$ cat src/rtl/vga_timing_prog.sv
// Programmable VGA/DVI timing generator. Timing and polarity inputs are captured
// into shadow registers only on the last pixel of a frame, so mode changes never tear.
module vga_timing_prog #(
    parameter int unsigned HW     = 11,
    parameter int unsigned VW     = 10,
    parameter int unsigned FCW    = 8,
    parameter int unsigned D_HACT = 640,
    parameter int unsigned D_HFP  = 16,
    parameter int unsigned D_HSY  = 96,
    parameter int unsigned D_HBP  = 48,
    parameter int unsigned D_VACT = 480,
    parameter int unsigned D_VFP  = 10,
    parameter int unsigned D_VSY  = 2,
    parameter int unsigned D_VBP  = 33,
    parameter bit          D_HPOL = 1'b0,
    parameter bit          D_VPOL = 1'b0
) (
    input  logic           clk_i,
    input  logic           reset_i,
    input  logic           advance_i,
    input  logic [HW-1:0]  cfg_hact_i,
    input  logic [HW-1:0]  cfg_hfp_i,
    input  logic [HW-1:0]  cfg_hsy_i,
    input  logic [HW-1:0]  cfg_hbp_i,
    input  logic [VW-1:0]  cfg_vact_i,
    input  logic [VW-1:0]  cfg_vfp_i,
    input  logic [VW-1:0]  cfg_vsy_i,
    input  logic [VW-1:0]  cfg_vbp_i,
    input  logic           cfg_hpol_i,
    input  logic           cfg_vpol_i,
    input  logic [VW-1:0]  irq_line_i,
    output logic [HW-1:0]  x_o,
    output logic [VW-1:0]  y_o,
    output logic           blank_o,
    output logic           hsync_o,
    output logic           vsync_o,
    output logic           line_start_o,
    output logic           frame_start_o,
    output logic           line_irq_o,
    output logic           cfg_reject_o,
    output logic [FCW-1:0] frame_count_o
);

    localparam int unsigned HS = HW + 2;
    localparam int unsigned VS = VW + 2;
    localparam logic [HS-1:0] HMAX = HS'(1) << HW;
    localparam logic [VS-1:0] VMAX = VS'(1) << VW;

    logic [HW-1:0]  x_q, x_d;
    logic [VW-1:0]  y_q, y_d;
    logic [FCW-1:0] fc_q, fc_d;
    logic           reject_q, reject_d;

    logic [HW-1:0]  s_hact_q, s_hfp_q, s_hsy_q, s_hbp_q;
    logic [HW-1:0]  s_hact_d, s_hfp_d, s_hsy_d, s_hbp_d;
    logic [VW-1:0]  s_vact_q, s_vfp_q, s_vsy_q, s_vbp_q;
    logic [VW-1:0]  s_vact_d, s_vfp_d, s_vsy_d, s_vbp_d;
    logic           s_hpol_q, s_vpol_q, s_hpol_d, s_vpol_d;

    logic [HS-1:0]  htot, hsy_start, hsy_end, x_ext, req_htot;
    logic [VS-1:0]  vtot, vsy_start, vsy_end, y_ext, req_vtot;
    logic           x_last, y_last, in_hsync, in_vsync;
    logic           line_start, frame_start, cfg_ok;
    logic [VW-1:0]  y_nxt;

    // Region boundaries are summed two bits wider so full-range fields never wrap.
    always_comb begin
        x_ext     = HS'(x_q);
        y_ext     = VS'(y_q);
        hsy_start = HS'(s_hact_q) + HS'(s_hfp_q);
        hsy_end   = hsy_start + HS'(s_hsy_q);
        htot      = hsy_end + HS'(s_hbp_q);
        vsy_start = VS'(s_vact_q) + VS'(s_vfp_q);
        vsy_end   = vsy_start + VS'(s_vsy_q);
        vtot      = vsy_end + VS'(s_vbp_q);
        req_htot  = HS'(cfg_hact_i) + HS'(cfg_hfp_i) + HS'(cfg_hsy_i) + HS'(cfg_hbp_i);
        req_vtot  = VS'(cfg_vact_i) + VS'(cfg_vfp_i) + VS'(cfg_vsy_i) + VS'(cfg_vbp_i);
    end

    assign x_last      = (x_ext == htot - HS'(1));
    assign y_last      = (y_ext == vtot - VS'(1));
    assign in_hsync    = (x_ext >= hsy_start) && (x_ext < hsy_end);
    assign in_vsync    = (y_ext >= vsy_start) && (y_ext < vsy_end);
    assign y_nxt       = y_last ? '0 : y_q + VW'(1);
    assign line_start  = advance_i && x_last;
    assign frame_start = line_start && y_last;

    assign cfg_ok = (cfg_hact_i != '0) && (cfg_hsy_i != '0) &&
                    (cfg_vact_i != '0) && (cfg_vsy_i != '0) &&
                    (req_htot <= HMAX) && (req_vtot <= VMAX);

    always_comb begin
        x_d      = x_q;
        y_d      = y_q;
        fc_d     = fc_q;
        reject_d = 1'b0;
        s_hact_d = s_hact_q;
        s_hfp_d  = s_hfp_q;
        s_hsy_d  = s_hsy_q;
        s_hbp_d  = s_hbp_q;
        s_vact_d = s_vact_q;
        s_vfp_d  = s_vfp_q;
        s_vsy_d  = s_vsy_q;
        s_vbp_d  = s_vbp_q;
        s_hpol_d = s_hpol_q;
        s_vpol_d = s_vpol_q;
        if (advance_i) begin
            x_d = x_last ? '0 : x_q + HW'(1);
            if (x_last) begin
                y_d = y_nxt;
            end
        end
        if (frame_start) begin
            fc_d = fc_q + FCW'(1);
            if (cfg_ok) begin
                s_hact_d = cfg_hact_i;
                s_hfp_d  = cfg_hfp_i;
                s_hsy_d  = cfg_hsy_i;
                s_hbp_d  = cfg_hbp_i;
                s_vact_d = cfg_vact_i;
                s_vfp_d  = cfg_vfp_i;
                s_vsy_d  = cfg_vsy_i;
                s_vbp_d  = cfg_vbp_i;
                s_hpol_d = cfg_hpol_i;
                s_vpol_d = cfg_vpol_i;
            end else begin
                reject_d = 1'b1;
            end
        end
    end

    always_ff @(posedge clk_i) begin
        if (reset_i) begin
            x_q      <= '0;
            y_q      <= '0;
            fc_q     <= '0;
            reject_q <= 1'b0;
            s_hact_q <= HW'(D_HACT);
            s_hfp_q  <= HW'(D_HFP);
            s_hsy_q  <= HW'(D_HSY);
            s_hbp_q  <= HW'(D_HBP);
            s_vact_q <= VW'(D_VACT);
            s_vfp_q  <= VW'(D_VFP);
            s_vsy_q  <= VW'(D_VSY);
            s_vbp_q  <= VW'(D_VBP);
            s_hpol_q <= D_HPOL;
            s_vpol_q <= D_VPOL;
        end else begin
            x_q      <= x_d;
            y_q      <= y_d;
            fc_q     <= fc_d;
            reject_q <= reject_d;
            s_hact_q <= s_hact_d;
            s_hfp_q  <= s_hfp_d;
            s_hsy_q  <= s_hsy_d;
            s_hbp_q  <= s_hbp_d;
            s_vact_q <= s_vact_d;
            s_vfp_q  <= s_vfp_d;
            s_vsy_q  <= s_vsy_d;
            s_vbp_q  <= s_vbp_d;
            s_hpol_q <= s_hpol_d;
            s_vpol_q <= s_vpol_d;
        end
    end

    assign x_o           = x_q;
    assign y_o           = y_q;
    assign blank_o       = !((x_q < s_hact_q) && (y_q < s_vact_q));
    assign hsync_o       = in_hsync ? s_hpol_q : ~s_hpol_q;
    assign vsync_o       = in_vsync ? s_vpol_q : ~s_vpol_q;
    assign line_start_o  = line_start;
    assign frame_start_o = frame_start;
    // y_nxt is always below VTOT, so an out-of-range irq_line can never match.
    assign line_irq_o    = line_start && (y_nxt == irq_line_i);
    assign cfg_reject_o  = reject_q;
    assign frame_count_o = fc_q;

endmodule
$ cat config.mk
export PLATFORM = sky130hd
export DESIGN_NAME = vga_timing_prog
export DESIGN_NICKNAME = d
export VERILOG_FILES = /design/src/rtl/vga_timing_prog.sv
export SDC_FILE = /design/constraint.sdc
export NUM_CORES = 1
export LEC_CHECK = 0
export BUFFER_PORTS_ARGS = -buffer_cell sky130_fd_sc_hd__buf_2
export CAP_MARGIN = 20
export CORE_MARGIN = 10
export CORE_UTILIZATION = 40
export DETAILED_ROUTE_END_ITERATION = 10
export PLACE_DENSITY = 0.69
export SLEW_MARGIN = 40
export SYNTH_ARGS = -nofsm -noshare
export SYNTH_HDL_FRONTEND = slang
export SYNTH_SLANG_ARGS = --single-unit
$ cat constraint.sdc
create_clock -name clk_i -period 10.9 [get_ports clk_i]
set_input_delay 3.27 -clock clk_i [delete_from_list [all_inputs] [get_ports clk_i]]
set_output_delay 3.27 -clock clk_i [all_outputs]
set_load 0.05 [all_outputs]
==> results.sh, run 1 <==
export IMPL_core_mm2=0.0286
export IMPL_routedWlPerCell_um=17.4
export IMPL_switching_power_uw=482
export IMPL_grt_pass1_vias=10420
export IMPL_pin_count=135
export IMPL_maxCapViolations=0
export IMPL_min_period_ns=9.99
export IMPL_cp_end_kind="primary output"
export IMPL_syn_inst=1431
export IMPL_cts_sink_count=116
export IMPL_start_util_pct=40.3
export IMPL_yosysSeqAreaShare_pct=20.1
export IMPL_drt_iter0_markers=893
export IMPL_ys_seq_elements=116
export IMPL_clockRootBuffer="clkbuf_16"
export IMPL_netlist_area_mm2=0.0115
export IMPL_cp_max_fo=10
export IMPL_rows=62
export IMPL_tns_ns=0
export IMPL_ctsHoldBuffers=0
export IMPL_ys_flop_type="dfxtp_1"
export IMPL_path_clk_slew_ns=0.07
export IMPL_synth_nets=1739
export IMPL_combPwrFrac_pct=27.3
export IMPL_grt_total_usage_pct=18.4
export IMPL_cts_tree="done"
export IMPL_p_clk_share_pct=41.8
export IMPL_yosys_area_top_type="dfxtp_1"
export IMPL_place_hpwl_um=26200
export IMPL_clock_path_buffers=2
export IMPL_gp_congestion=0.926
export IMPL_die_area_mm2=0.0361
export IMPL_switching_share_pct=34.5
export IMPL_area_delta_synth_final_pct=13.2
export IMPL_grt_setup_unrepaired="no"
export IMPL_slew_viol_final=0
export IMPL_wl_um=33500
export IMPL_grt_start_max_net_pins=93
export IMPL_htreeDepth=4
export IMPL_p_int_uw=915
export IMPL_seq_power_share_pct=30.9
export IMPL_yosysMostFrequentCell="ha_1"
export IMPL_crit_arrival_ns=6.72
export IMPL_fin_crit_sh_pct=91.7
export IMPL_ys_top_cells_by_area="dfxtp_1 20%, ha_1 17%, fa_1 8.3%, a21oi_1 6.8%, nand3_1 5.9%"
export IMPL_port_buffers=134
export IMPL_drc=0
export IMPL_postSynth_asyncResetShare_pct=0
export IMPL_post_cts_resize_count=0
export IMPL_drt_vias_per_instance=5.57
export IMPL_post_cts_setup_buffer_count=0
export IMPL_slowest_stage="o2111a_1"
export IMPL_clk_latency_ns=0.42
export IMPL_die_h_um=190
export IMPL_worstSetupStartpointType="flip-flop"
export IMPL_min_path_type="flip-flop to flip-flop"
export IMPL_critPathKind="flip-flop to primary output"
export IMPL_overflow=0
export IMPL_max_freq_mhz=100
export IMPL_final_layout_size_suffix_gt1_share_pct=12.5
export IMPL_antenna_found_initial=1
export IMPL_clock_skew_ns=0.0169
export IMPL_grt_pass1_wl_um=54600
export IMPL_dr_pass1_iters=6
export IMPL_worstMarginPinSlew_ns=0.813
export IMPL_status="complete, no violations"
export IMPL_nFillCells=2790
export IMPL_fin_nets=1837
export IMPL_yosysWarnings=0
export IMPL_hold_violations=0
export IMPL_required_ns=7.63
export IMPL_slew_headroom_pct=45.7
export IMPL_fin_util_pct=45.7
export IMPL_ys_types=73
export IMPL_p_leak_uw=0.00569
export IMPL_power_density_mw_per_mm2=107
export IMPL_finalSetupViolCount=0
export IMPL_vdd_drop_max_uv=105
export IMPL_syn_avg_cell_area_um2=8.07
export IMPL_yosysTopAreaCellShare_pct=20.1
export IMPL_synth_edf_count=0
export IMPL_slowest_delay_ns=0.52
export IMPL_ant_nets=0
export IMPL_cts_buffers=17
export IMPL_yosys_top_cells_count="161 x ha_1, 156 x a21oi_1, 135 x nand3_1"
export IMPL_die_x_um=190
export IMPL_vias=10728
## cells by family (layout without fill, tap and decap cells)
kind of cell	count (synthesis)	after routing	synth area share [%]
DFF	116	116	20.1
AOI/OAI and AO/OA	446	446	23.4
buffers and inverters	191	302	6.83
and+or+nand+nor	362	362	15.7
xor gates and xnor gates	102	102	7.74
adders and majority gates	209	209	25.8
muxes	5	5	0.488
other	0	1	0
## metrics by stage
stage	setup WS, ns	power, uW	cell area (um^2)	cells	hold slack [ns]
CTS	0.912	1400	13100	1926	0.474
floorplan	1.03	714	11500	1431	0.450
global placement	1.41	816	12500	1894	0.461
finish	0.906	1400	13100	1927	0.473
global route	0.209	1470	13100	1927	0.495
detailed placement	1.41	821	12500	1894	0.467
## final cells by class
class	instances	area, um^2	share of cell area [%]
Multi-Input combinational cell	1124	8450	64.6
Sequential cell	116	2320	17.8
Timing Repair Buffer	140	723	5.53
Inverter	130	488	3.73
Tap cell	384	480	3.68
Clock buffer	18	439	3.36
Clock inverter	14	166	1.27
Antenna cell	1	2.50	0.0191
## cell usage in the layout, fill, tap and decap left out, drive strengths merged, types with 13 or more instances in the layout
cell and n:
nand2b 13, nand2 58, o21ai 135, xor2 41
xnor2 61, fa 48, nand3 135, inv 135
buf 140, a21oi 157, o21bai 20, clkbuf 18
ha 161, nor2b 13, dfxtp 116, nor4 15
a21o 48, nor3 15, nor2 65
## critical path, delay by kind of cell (launching register included)
family | cells | cell delay [ns]
AOI/OAI and AO/OA | 12 | 2.33
adders and majority gates | 5 | 1.57
and+or+nand+nor | 8 | 1.37
DFF | 1 | 0.32
buffers and inverters | 2 | 0.35
xor gates and xnor gates | 2 | 0.31
## routing by layer
metal / global-route usage, % / vias up / wire length, um
li1: - / 5312 / -
met1: 24.5 / 5092 / 15300
met2: 30.3 / 286 / 15900
met3: 3.02 / 38 / 1670
met4: 4.91 / 0 / 553
met5: 0 / - / 0
## power by group through the flow
stage / Clock [uW] / Sequential, uW / Combinational [uW]
global placement: 0 / 442 / 374
CTS: 589 / 432 / 383
finish: 584 / 432 / 381
detailed placement: 0 / 442 / 380
global route: 608 / 433 / 428
floorplan: 0 / 443 / 271
## registers in the layout, summed over array words and instances, names as in the netlist
register / count
s_vbp_q: 10
cfg_reject_o: 1
s_vpol_q: 1
frame_count_o: 8
s_hfp_q: 11
s_hbp_q: 11
s_hact_q: 11
s_hsy_q: 11
s_vsy_q: 10
s_vact_q: 10
s_vfp_q: 10
x_o: 11
y_o: 10
s_hpol_q: 1
## path summary, 6_finish.rpt
path,start,endpoint,slack [ns],cells past startpoint
setup reg to reg,s_hact_q[0],frame_count_o[2],3.95,28
hold / removal,s_vbp_q[2],s_vbp_q[2],0.47,2
hold reg to reg,s_vbp_q[2],s_vbp_q[2],0.47,2
setup / recovery,s_hact_q[0],line_irq_o,0.91,29
No activity file was read; power rests on OpenSTA's default activity.
==> run 2: changes to the inputs <==
--- a/config.mk
+++ b/config.mk
@@ -11,6 +11,7 @@
 export CORE_UTILIZATION = 40
 export DETAILED_ROUTE_END_ITERATION = 10
 export PLACE_DENSITY = 0.69
+export RECOVER_POWER = 50
 export SLEW_MARGIN = 40
 export SYNTH_ARGS = -nofsm -noshare
 export SYNTH_HDL_FRONTEND = slang
==> results.sh, run 2 (synthesis results as in run 1) <==
export IMPL_worstSetupStartpointType="flip-flop"
export IMPL_slew_headroom_pct=-108
export IMPL_ctsHoldBuffers=0
export IMPL_pre_cts_slack_ns=1.41
export IMPL_layout_common_cells="161 x ha_1, 156 x a21oi_1, 133 x nand3_1, 133 x o21ai_0, 129 x inv_1"
export IMPL_clockRootBuffer="clkbuf_16"
export IMPL_slew_viol_final=75
export IMPL_dr_pass1_iters=5
export IMPL_cts_buffers=17
export IMPL_grt_pass1_vias=10420
export IMPL_min_path_type="flip-flop to flip-flop"
export IMPL_post_cts_setup_buffer_count=0
export IMPL_critPathKind="flip-flop to primary output"
export IMPL_cp_max_fo=8
export IMPL_port_buffers=134
export IMPL_max_freq_mhz=99.6
export IMPL_p_leak_uw=0.00555
export IMPL_htreeDepth=4
export IMPL_maxCapViolations=1
export IMPL_post_cts_resize_count=0
export IMPL_place_hpwl_um=26200
export IMPL_tns_ns=0
export IMPL_die_x_um=190
export IMPL_rows=62
export IMPL_worstMarginPinSlew_ns=3.13
export IMPL_grt_pass1_wl_um=54600
export IMPL_final_layout_size_suffix_gt1_share_pct=10.3
export IMPL_grt_start_max_net_pins=93
export IMPL_core_mm2=0.0286
export IMPL_layout_commonest_cell="ha_1"
export IMPL_area_delta_synth_final_pct=12.8
export IMPL_drt_iter0_markers=912
export IMPL_cts_sink_count=116
export IMPL_routedWlPerCell_um=17.4
export IMPL_gp_congestion=0.926
export IMPL_finalSetupViolCount=0
export IMPL_multi_input_area_mm2=0.00844
export IMPL_fin_total_pwr_uw=1400
export IMPL_die_h_um=190
export IMPL_grt_setup_unrepaired="no"
export IMPL_clock_skew_ns=0.0181
export IMPL_fin_nets=1837
export IMPL_min_period_ns=10.04
export IMPL_ant_nets=0
export IMPL_fin_crit_sh_pct=92.1
export IMPL_timing_final_ws_setup_ns=0.857
export IMPL_fin_cells=1927
export IMPL_vias=10766
export IMPL_cts_tree="done"
export IMPL_required_ns=7.63
export IMPL_dp_cells=1894
export IMPL_wl_um=33600
export IMPL_fin_util_pct=45.5
export IMPL_antenna_found_initial=1
export IMPL_clk_latency_ns=0.42
export IMPL_nFillCells=2800
export IMPL_vdd_drop_max_uv=106
export IMPL_power_density_mw_per_mm2=107
export IMPL_start_util_pct=40.3
export IMPL_die_area_mm2=0.0361
export IMPL_seq_area_mm2=0.00232
export IMPL_violations="max-capacitance violations, max-slew violations"
export IMPL_path_clk_slew_ns=0.07
export IMPL_clock_path_buffers=2
export IMPL_status="finished with violations"
export IMPL_drc=0
export IMPL_crit_arrival_ns=6.77
export IMPL_overflow=0
export IMPL_grt_total_usage_pct=18.4
export IMPL_drt_vias_per_instance=5.59
export IMPL_pin_count=135
export IMPL_hold_violations=0
export IMPL_cp_end_kind="primary output"
-- run 2: cell types whose count changed in the layout (fill, tap and decap cells not counted) --
cell | before | now
o311ai_1 | 1 | 0
o311ai_0 | 0 | 1
nand4_2 | 1 | 0
nand4_1 | 8 | 9
buf_4 | 4 | 3
clkbuf_1 | 0 | 32
buf_2 | 134 | 103
-- run 2: through the flow --
| step | hold slack (ns) | cell area (um^2) |
|---|---|---|
| 6_report | 0.472 | 13000 |
| 5_1_grt | 0.495 | 13000 |
| 4_1_cts | 0.474 | 13100 |
| 3_5_place_dp | 0.467 | 12500 |
| 3_3_place_gp | 0.461 | 12500 |
| 2_1_floorplan | 0.450 | 11500 |
-- run 2: routing by layer --
layer  share of wire (%)  global-route usage, %
met1                  46                   24.5
met2                  47                   30.3
met3                 5.0                   3.02
met4                 1.6                   4.91
met5                   0                      0
-- run 2: power breakdown --
part / internal (uW) / switching [uW] / total [uW]
Sequential: 426 / 6.70 / 432
Clock: 350 / 233 / 582
Combinational: 139 / 242 / 381
Total: 915 / 481 / 1400
-- run 2: worst paths after layout --
path	from	endpoint	slack, ns	cells past startpoint
max	s_vact_q[0]	line_irq_o	0.86	26
max reg2reg	s_vact_q[1]	s_hbp_q[2]	2.58	24
min reg2reg	s_vbp_q[2]	s_vbp_q[2]	0.47	2
min	s_vbp_q[2]	s_vbp_q[2]	0.47	2
-- run 2: cell type report --
class | count | area share [%]
clock inverter | 14 | 1.28
tap | 384 | 3.69
sequential | 116 | 17.8
clock buffer | 18 | 3.37
timing repair buffer | 140 | 5.23
antenna | 1 | 0.0192
inverter | 130 | 3.75
multi-input combinational | 1124 | 64.8
-- run 2: critical path: stages, from the launching register on --
cell	delay [ns]
dfxtp_1	0.35
ha_1	0.18
inv_1	0.06
fa_1	0.39
nor2b_1	0.16
o31a_1	0.16
nor2_1	0.08
o21bai_1	0.21
a21oi_1	0.10
o21bai_1	0.15
xor2_1	0.20
ha_1	0.32
a21oi_1	0.21
o221ai_1	0.16
a31oi_1	0.39
xnor2_1	0.20
xor2_1	0.18
ha_1	0.38
xor2_1	0.17
xnor2_1	0.19
nor4bb_1	0.25
o311ai_0	0.27
a211oi_2	0.56
a21oi_1	0.15
o32a_1	0.30
nor4_1	0.26
buf_2	0.31
